[src/rtl/bubble_sort_pkg.sv]
// Shared types and helpers for the in-place bubble sort controller.
// The default widths match memory_block so both sides can share them.
package bubble_sort_pkg;

  localparam int DEF_ADDR_WIDTH = 10;
  localparam int DEF_DATA_WIDTH = 16;

  typedef enum logic [2:0] {
    IDLE,
    RD_A,
    RD_B,
    CMP,
    WR_LO,
    WR_HI,
    ADV,
    DONE
  } state_t;

  // Signed compare flips the sign bit so a plain unsigned compare orders two's-complement values.
  function automatic logic elem_gt(input logic [63:0] x, input logic [63:0] y,
                                   input int w, input logic is_signed);
    logic [63:0] flip;
    flip = is_signed ? (64'd1 << (w - 1)) : 64'd0;
    return (x ^ flip) > (y ^ flip);
  endfunction

endpackage

[src/rtl/bubble_sort_ctrl.sv]
// Sorts a contiguous region of a single-port memory in place, ascending, by bubble sort.
// Memory pins are registered and set for the state being entered, so they are Moore outputs.
//
// state | meaning
// IDLE  | waiting for start
// RD_A  | read element i into a
// RD_B  | read element i+1 into b
// CMP   | decide whether the pair is out of order
// WR_LO | write b to element i
// WR_HI | write a to element i+1, count the swap
// ADV   | step to next pair, next pass, or finish
// DONE  | one-cycle done pulse
module bubble_sort_ctrl
  import bubble_sort_pkg::*;
#(
  parameter int ADDR_WIDTH = DEF_ADDR_WIDTH,
  parameter int DATA_WIDTH = DEF_DATA_WIDTH,
  parameter bit SIGNED_CMP = 1'b0,
  parameter int SWAP_W     = 20
) (
  input  logic                  clk,
  input  logic                  rst_n,
  input  logic                  start,
  input  logic [ADDR_WIDTH-1:0] base_addr,
  input  logic [ADDR_WIDTH:0]   len,
  output logic                  busy,
  output logic                  done,
  output logic [SWAP_W-1:0]     swap_count,
  output logic                  mem_read,
  output logic                  mem_write,
  output logic [ADDR_WIDTH-1:0] mem_addr,
  output logic [DATA_WIDTH-1:0] mem_wdata,
  input  logic [DATA_WIDTH-1:0] mem_rdata
);

  state_t                state;
  logic [ADDR_WIDTH-1:0] base;
  logic [ADDR_WIDTH-1:0] i;
  logic [ADDR_WIDTH-1:0] pass_end;
  logic [DATA_WIDTH-1:0] a;
  logic [DATA_WIDTH-1:0] b;
  logic                  swapped;

  logic [ADDR_WIDTH-1:0] addr_i;
  logic [ADDR_WIDTH-1:0] addr_i1;
  logic [ADDR_WIDTH:0]   i_inc;
  logic                  a_gt_b;

  assign addr_i  = base + i;
  assign addr_i1 = base + i + 1'b1;
  assign i_inc   = {1'b0, i} + 1'b1;
  assign a_gt_b  = elem_gt(64'(a), 64'(b), DATA_WIDTH, SIGNED_CMP);

  always_ff @(posedge clk) begin
    if (!rst_n) begin
      state      <= IDLE;
      busy       <= 1'b0;
      done       <= 1'b0;
      swap_count <= '0;
      mem_read   <= 1'b0;
      mem_write  <= 1'b0;
      mem_addr   <= '0;
      mem_wdata  <= '0;
      base       <= '0;
      i          <= '0;
      pass_end   <= '0;
      a          <= '0;
      b          <= '0;
      swapped    <= 1'b0;
    end else begin
      mem_read  <= 1'b0;
      mem_write <= 1'b0;
      mem_addr  <= '0;
      mem_wdata <= '0;
      done      <= 1'b0;
      case (state)
        IDLE: begin
          if (start) begin
            busy <= 1'b1;
            if (len < (ADDR_WIDTH+1)'(2)) begin
              state <= DONE;
              done  <= 1'b1;
            end else begin
              base       <= base_addr;
              pass_end   <= ADDR_WIDTH'(len - 1'b1);
              i          <= '0;
              swapped    <= 1'b0;
              swap_count <= '0;
              state      <= RD_A;
              mem_read   <= 1'b1;
              mem_addr   <= base_addr;
            end
          end
        end
        RD_A: begin
          a        <= mem_rdata;
          state    <= RD_B;
          mem_read <= 1'b1;
          mem_addr <= addr_i1;
        end
        RD_B: begin
          b     <= mem_rdata;
          state <= CMP;
        end
        CMP: begin
          if (a_gt_b) begin
            swapped   <= 1'b1;
            state     <= WR_LO;
            mem_write <= 1'b1;
            mem_addr  <= addr_i;
            mem_wdata <= b;
          end else begin
            state <= ADV;
          end
        end
        WR_LO: begin
          state     <= WR_HI;
          mem_write <= 1'b1;
          mem_addr  <= addr_i1;
          mem_wdata <= a;
        end
        WR_HI: begin
          if (swap_count != '1) swap_count <= swap_count + 1'b1;
          state <= ADV;
        end
        ADV: begin
          if (i_inc < {1'b0, pass_end}) begin
            i        <= i + 1'b1;
            state    <= RD_A;
            mem_read <= 1'b1;
            mem_addr <= addr_i1;
          end else if (!swapped || pass_end == ADDR_WIDTH'(1)) begin
            state <= DONE;
            done  <= 1'b1;
          end else begin
            pass_end <= pass_end - 1'b1;
            i        <= '0;
            swapped  <= 1'b0;
            state    <= RD_A;
            mem_read <= 1'b1;
            mem_addr <= base;
          end
        end
        DONE: begin
          state <= IDLE;
          busy  <= 1'b0;
        end
        default: begin
          state <= IDLE;
          busy  <= 1'b0;
        end
      endcase
    end
  end

endmodule
[config.mk]
export PLATFORM = sky130hd
export DESIGN_NAME = bubble_sort_ctrl
export DESIGN_NICKNAME = d
export VERILOG_FILES = /design/src/rtl/bubble_sort_pkg.sv /design/src/rtl/bubble_sort_ctrl.sv
export SDC_FILE = /design/constraint.sdc
export NUM_CORES = 1
export LEC_CHECK = 0
export BUFFER_PORTS_ARGS = -buffer_cell sky130_fd_sc_hd__buf_4
export CAP_MARGIN = 30
export CORE_UTILIZATION = 40
export DETAILED_ROUTE_END_ITERATION = 10
export PLACE_DENSITY = 0.68
export SYNTH_ARGS = -nofsm -noshare
export SYNTH_HDL_FRONTEND = slang
export SYNTH_SLANG_ARGS = --single-unit
[constraint.sdc]
create_clock -name clk -period 2.7 [get_ports clk]
set_clock_uncertainty 0.05 [all_clocks]
set_input_delay 0.27 -clock clk [delete_from_list [all_inputs] [get_ports clk]]
set_output_delay 0.27 -clock clk [all_outputs]
set_load 0.01 [all_outputs]
## Word level (Yosys, flattened, before mapping)

Index checks and enable logic that the tools add are counted.

| word-level totals | value |
|---|---|
| flip-flop bits (word level) | 116 |
| latch bits | 0 |
| memory bits (writable) | 0 |
| memory bits (read-only) | 0 |
| output and inout port bits | 50 |
| word-level logic and storage cells | 103 |
| memories | 0 |

| operators by class | value |
|---|---|
| add/sub/neg operators | 7 |
| multiply operators | 0 |
| div/mod/pow operators | 0 |
| $lt $le $gt $ge | 3 |
| eq/ne operators | 16 |
| shifts and indexed selects | 0 |
| muxes and demuxes | 48 |
| bitwise operators | 1 |
| reduce and logical (&&, ||, !) cells | 14 |

Operator list:

| operator | count |
|---|---|
| $mux 10 | 13 |
| $mux 20 | 3 |
| $pmux 10 s2 | 2 |
| $pmux 10 s4 | 1 |
| $pmux 20 s2 | 1 |
| $pmux 16 s2 | 1 |
| $pmux 3 s8 | 1 |
| $add 10x1->10 const B | 2 |
| $add 20x1->20 const B | 1 |
| $ne 20x20->1 const B | 1 |
| $sub 10x1->10 const B | 2 |
| $gt 16x16->1 | 1 |
| $mux 16 | 1 |
| $mux 1 | 15 |
| $eq 3x3->1 const B | 4 |
| $mux 3 | 4 |
| $ne 2x2->1 const B | 6 |
| $add 10x1->11 const B | 1 |
| $lt 11x10->1 | 1 |
| $lt 11x2->1 const B | 1 |
| $add 10x10->10 | 1 |
| $eq 10x1->1 const B | 1 |
| $reduce_and 4->1 | 2 |
| $eq 3x2->1 const B | 2 |
| 16 further kinds | 21 |

## Logic depth before layout (Yosys ltp)

| depth | value |
|---|---|
| depth after elaboration | 5 |
| depth in mapped cells | 13 |
| depth with buffers taken out | 12 |

## Worst setup path after synthesis

Ideal clock, no wire load.

| timing | value |
|---|---|
| kind | flip-flop to flip-flop |
| start point | register i[1] |
| end point | register i[5] |
| setup time | 0.088 ns |
| data arrival time | 2.825 ns |
| path slack | -0.263 ns |
| stages on the path, launching flop included | 13 |
| path buffers | 0 |
| period minus slack after synthesis | 2.963 ns |
| cells stage by stage | dfxtp_1 ha_1 and4_1 nand4_1 xnor2_1 ha_1 a21o_1 a21oi_1 o21ai_2 a21o_1 nor2_1 nand2_1 a311oi_2 |

| on the way | value |
|---|---|
| longest elaborated chain between the ends | 4 |

Ends and longest elaborated chain:

| item | line | RTL |
|---|---|---|
| start, declared | bubble_sort_ctrl.sv:38 | `logic [ADDR_WIDTH-1:0] i;` |
| start signal, assigned | bubble_sort_ctrl.sv:128 | `i <= i + 1'b1;` |
| $add 10x1->11 | bubble_sort_ctrl.sv:51 | `assign i_inc = {1'b0, i} + 1'b1;` |
| $lt 11x10->1 | bubble_sort_ctrl.sv:127 | `if (i_inc < {1'b0, pass_end}) begin` |
| $ne 3x3->1 (no line) / $mux 10 (equally long branches) | n/a |  |
| $reduce_and 4->1 (no line) / $pmux 10 s2 (equally long branches) | n/a |  |

Parallel ways exist; a longest one is shown, timed or not.
A chain may end at the register's enable or synchronous reset.

## Worst setup path in the final report

| timing | value |
|---|---|
| start point | register i[0] |
| end point | register mem_addr[4] |

| on the way | value |
|---|---|
| longest elaborated chain between the ends | 4 |

Ends and longest elaborated chain:

| item | line | RTL |
|---|---|---|
| $add 10x10->10 / $add 10x1->11 (equally long branches) | bubble_sort_ctrl.sv:49, bubble_sort_ctrl.sv:50, bubble_sort_ctrl.sv:51 |  |
| $add 10x1->10 / $lt 11x10->1 (equally long branches) | bubble_sort_ctrl.sv:50, bubble_sort_ctrl.sv:127 |  |
| $mux 10 | bubble_sort_ctrl.sv:127 |  |
| $pmux 10 s4 * | bubble_sort_ctrl.sv:76 | `case (state)` |
| end signal, assigned | bubble_sort_ctrl.sv:91 | `mem_addr <= base_addr;` |
| end signal, assigned | bubble_sort_ctrl.sv:131 | `mem_addr <= addr_i1;` |
| end signal, assigned | bubble_sort_ctrl.sv:141 | `mem_addr <= base;` |
| end, declared | bubble_sort_ctrl.sv:31 | `output logic [ADDR_WIDTH-1:0] mem_addr,` |

Mark *: on every way between the ends. The rest lies on a longest branch, timed or not.

==> metrics.md <==
| Metric | Value |
|---|---|
| Run status | finished with violations |
| Failing checks | negative setup slack |
| CP max FO | 3 |
| Synth Net Count | 874 |
| Vert. Die Dim | 129 µm |
| Core area | 15800 µm² |
| Die area | 16700 µm² |
| Global route total overflow | 0 |
| Post-synth EDFFs | 0 |
| P_sw | 1.46 mW |
| Max Slew Vio Count | 0 |
| Fraction of the cycle the final worst path needs | 107% |
| Highest Clock Rate | 0.346 GHz |
| Final Instance Area | 8960 µm² |
| Layout cells sized above 1 | 28.7% |
| CP peak stage delay | 360 ps |
| Flop pwr share | 33.6% |
| Final Hold Vio Count | 0 |
| Clock Path Buffers | 2 |
| DRT iter0 DRCs | 386 |
| Max Cap Viol | 0 |
| Worst Hold Slack | 55.0 ps |
| Switch share | 26.4% |
| CTS Hold Buffers Added | 0 |
| WL per Instance | 15.6 µm |
| Pre-CTS setup slack | -171 ps |
| P per Cell Area | 619 nW/µm² |
| Router iterations before antenna repair | 5 |
| Vias/cell | 5.36 |
| Synth Cell Area | 6470 µm² |
| Leakage power | 3.60 nW |
| Initial core utilization | 40.9% |
| Largest net degree at the start of global routing | 47 |
| Final Critical Period | 2890 ps |
| Async SR Flop Fraction | 0% |
| First-pass GRT wire length | 29.7 mm |
| Crit path launch type | flip-flop |
| Clock root buffer | clkbuf_16 |
| Residual DRC | 0 |
| Internal power of the cells | 4.09 mW |
| GR Util All Layers | 22.7% |
| Crit path kind | reg2reg |
| Max IR drop VDD | 0.000611 V |
| ANT cells | 0 |
| Yosys reg bits | 116 |
| Sequential share of the synthesized area | 35.9% |
| DR vias | 6325 |
| Initial antenna violation count | 0 |
| Die Wd | 129 µm |
| Yosys Warn Count | 0 |
| Leading post-synthesis cells by cell area | dfxtp_1 36%, ha_1 7.7%, nand2_1 7.4%, a21oi_1 5.8%, nor2_1 4.2% |
| Slew headroom | 41.1% |
| WL final | 18.4 mm |
| Row cnt | 46 |
| Worst-skew pair later-pin latency | 420 ps |
| Register area | 2330 µm² |
| RD Place Congestion | 0.904 |
| Total CTS buffers | 17 |
| CP max-delay cell | dfxtp_4 |
| Worst EP required | 2980 ps |
| Worst-Margin Slew | 884 ps |
| Top FF cell, synth | dfxtp_1 |
| Sink Count | 116 |
| Arrival @ worst endpoint | 3180 ps |
| Number of port buffers | 89 |
| Layout Nets | 1031 |
| Family with the most delay on the worst path | compound AO/OA/AOI/OAI gates |
| Top-level port count | 90 |
| Worst hold path class | in2reg |
| RSZ-0062 raised after global routing | yes |
| Clock-pin slew on the worst setup and hold paths | 60 ps |
| ANT nets after route | 0 |
| Final setup viols | 29 |
| FILL cells | 1384 |
| Vias in the first global route | 5931 |
| Placement Cell Area | 7910 µm² |
| Post-DP HPWL | 12.9 mm |
| CP Buf/Inv Count | 0 |
| Combinational power share | 17.9% |
| Post-synthesis area per instance | 8.16 µm² |
| CP Cell Sequence | ha_4, and4_4, nand4_1, xnor2_1, ha_1, a21o_1, a21oi_2, o21ai_2, a211o_1, and2_4, or3b_1, a31oi_1 |
| Count of cell types in the netlist | 78 |
| Worst Setup End Kind | flip-flop |
| CTS tree | done |
| Total power | 5.55 mW |
| Yosys top cell by area | dfxtp_1 |
| Area delta synth->final | 38.5% |
| Synth Instances | 793 |
| Area share of the largest cell type after synthesis | 35.9% |
| Worst Slack Setup Final | -194 ps |
| Clk network pwr share | 48.5% |
| H-tree depth | 4 |
| Area of the multi-input gates | 4180 µm² |
## cells in the mapped netlist (all sizes together) (16+ instances only)
cell type / number
nor2: 72
a21oi: 78
xnor2: 24
clkbuf: 17
o21ai: 38
nand3: 21
dfxtp: 116
a22oi: 18
xor2: 16
nand2: 129
inv: 36
ha: 40
## cells by family after synthesis
kind of cell | Yosys count | synth area share, %
buf+inv | 66 | 4.27
flops | 116 | 35.9
compound gates | 215 | 22.6
simple gates | 314 | 23.6
fa+ha+maj | 41 | 8.04
mux | 1 | 0.155
xor+xnor | 40 | 5.41
## what timing repair did
action                     in CTS  in global routing
gates resized for setup        27                 33
gates cloned                    0                  1
pin swaps                      30                 30
buffers inserted                6                  4
setup endpoints to repair      28                 53
## metal layers
layer / vias to the layer above / wire length [µm] / part of all wire [%] / global-route usage, %
li1: 3159 / - / - / -
met1: 2938 / 8620 / 47 / 29.9
met2: 197 / 8490 / 46 / 36.8
met3: 31 / 1030 / 5.6 / 5.00
met4: 0 / 290 / 1.6 / 7.47
met5: - / 0 / 0 / 0
## state kept, by name, summed over array words and instances (netlist names)
| register | count |
|---|---|
| swap_count | 20 |
| a | 16 |
| b | 16 |
| mem_wdata | 16 |
| base | 10 |
| i | 10 |
| mem_addr | 10 |
| pass_end | 10 |
| state | 3 |
| busy | 1 |
| done | 1 |
| mem_read | 1 |
| mem_write | 1 |
| swapped | 1 |
## power by group through the flow
| stage | combinational [mW] | clock (mW) | sequential [mW] |
|---|---|---|---|
| after floorplan | 0.549 | 0 | 1.88 |
| after global placement | 0.843 | 0 | 1.90 |
| after detailed placement | 0.857 | 0 | 1.90 |
| after CTS | 0.912 | 2.72 | 1.86 |
| after global routing | 1.08 | 2.80 | 1.88 |
| final | 0.994 | 2.69 | 1.87 |
## placed cells by master, fill, tap and decap left out, drive strengths merged, types with 3 or more instances in the layout
master	n
a21oi	78
a311oi	3
clkbuf	20
bufinv	7
or2	5
nor2	72
inv	36
clkinv	5
o21a	10
o31a	3
or4	3
nor3	15
and2	7
xor2	16
a21o	10
dfxtp	116
a41oi	3
nor2b	5
nand4	15
nand2b	4
a32o	6
nor3b	3
nand3	21
a2111oi	4
a211oi	5
buf	168
or3	8
nor4	5
o21ai	38
nand2	129
a22oi	18
a221oi	3
ha	40
a31oi	13
a21boi	3
and4	4
xnor2	24
and3	13
## area by class of cell
type / count / area share [%]
multi-input cells: 611 / 46.7
flip-flops and latches: 116 / 26.0
repair buffers: 168 / 15.0
clock buffers: 20 / 4.99
well taps: 216 / 3.02
clock inverters: 12 / 2.79
inverters: 36 / 1.51
## worst register-to-register path, cell delays in order, from the launching register on
cell and delay, ps:
dfxtp_4 360, ha_4 130, and4_4 220, nand4_1 120, xnor2_1 160, ha_1 300, a21o_1 200, a21oi_2 160
o21ai_2 110, a211o_1 330, and2_4 160, or3b_1 350, a31oi_1 150
## worst paths after layout
check        cells past startpoint  slack (ps)    startpoint          end
min reg2reg                      2         420          b[6]         b[6]
min                              3          60  mem_rdata[8]         a[8]
max                             12        -190          i[0]  mem_addr[4]
max reg2reg                     12        -190          i[0]  mem_addr[4]
## stage by stage
| stage | setup TNS, ps | instances | util, % |
|---|---|---|---|
| floorplan | -21.0 | 793 | - |
| global placement | -685 | 1136 | 49.9 |
| detailed placement | -2220 | 1137 | 50.0 |
| CTS | -399 | 1175 | 55.4 |
| global route | -5350 | 1179 | 56.6 |
| finish | -1820 | 1179 | 56.6 |
Note: power is estimated with default switching activity, not from simulation.
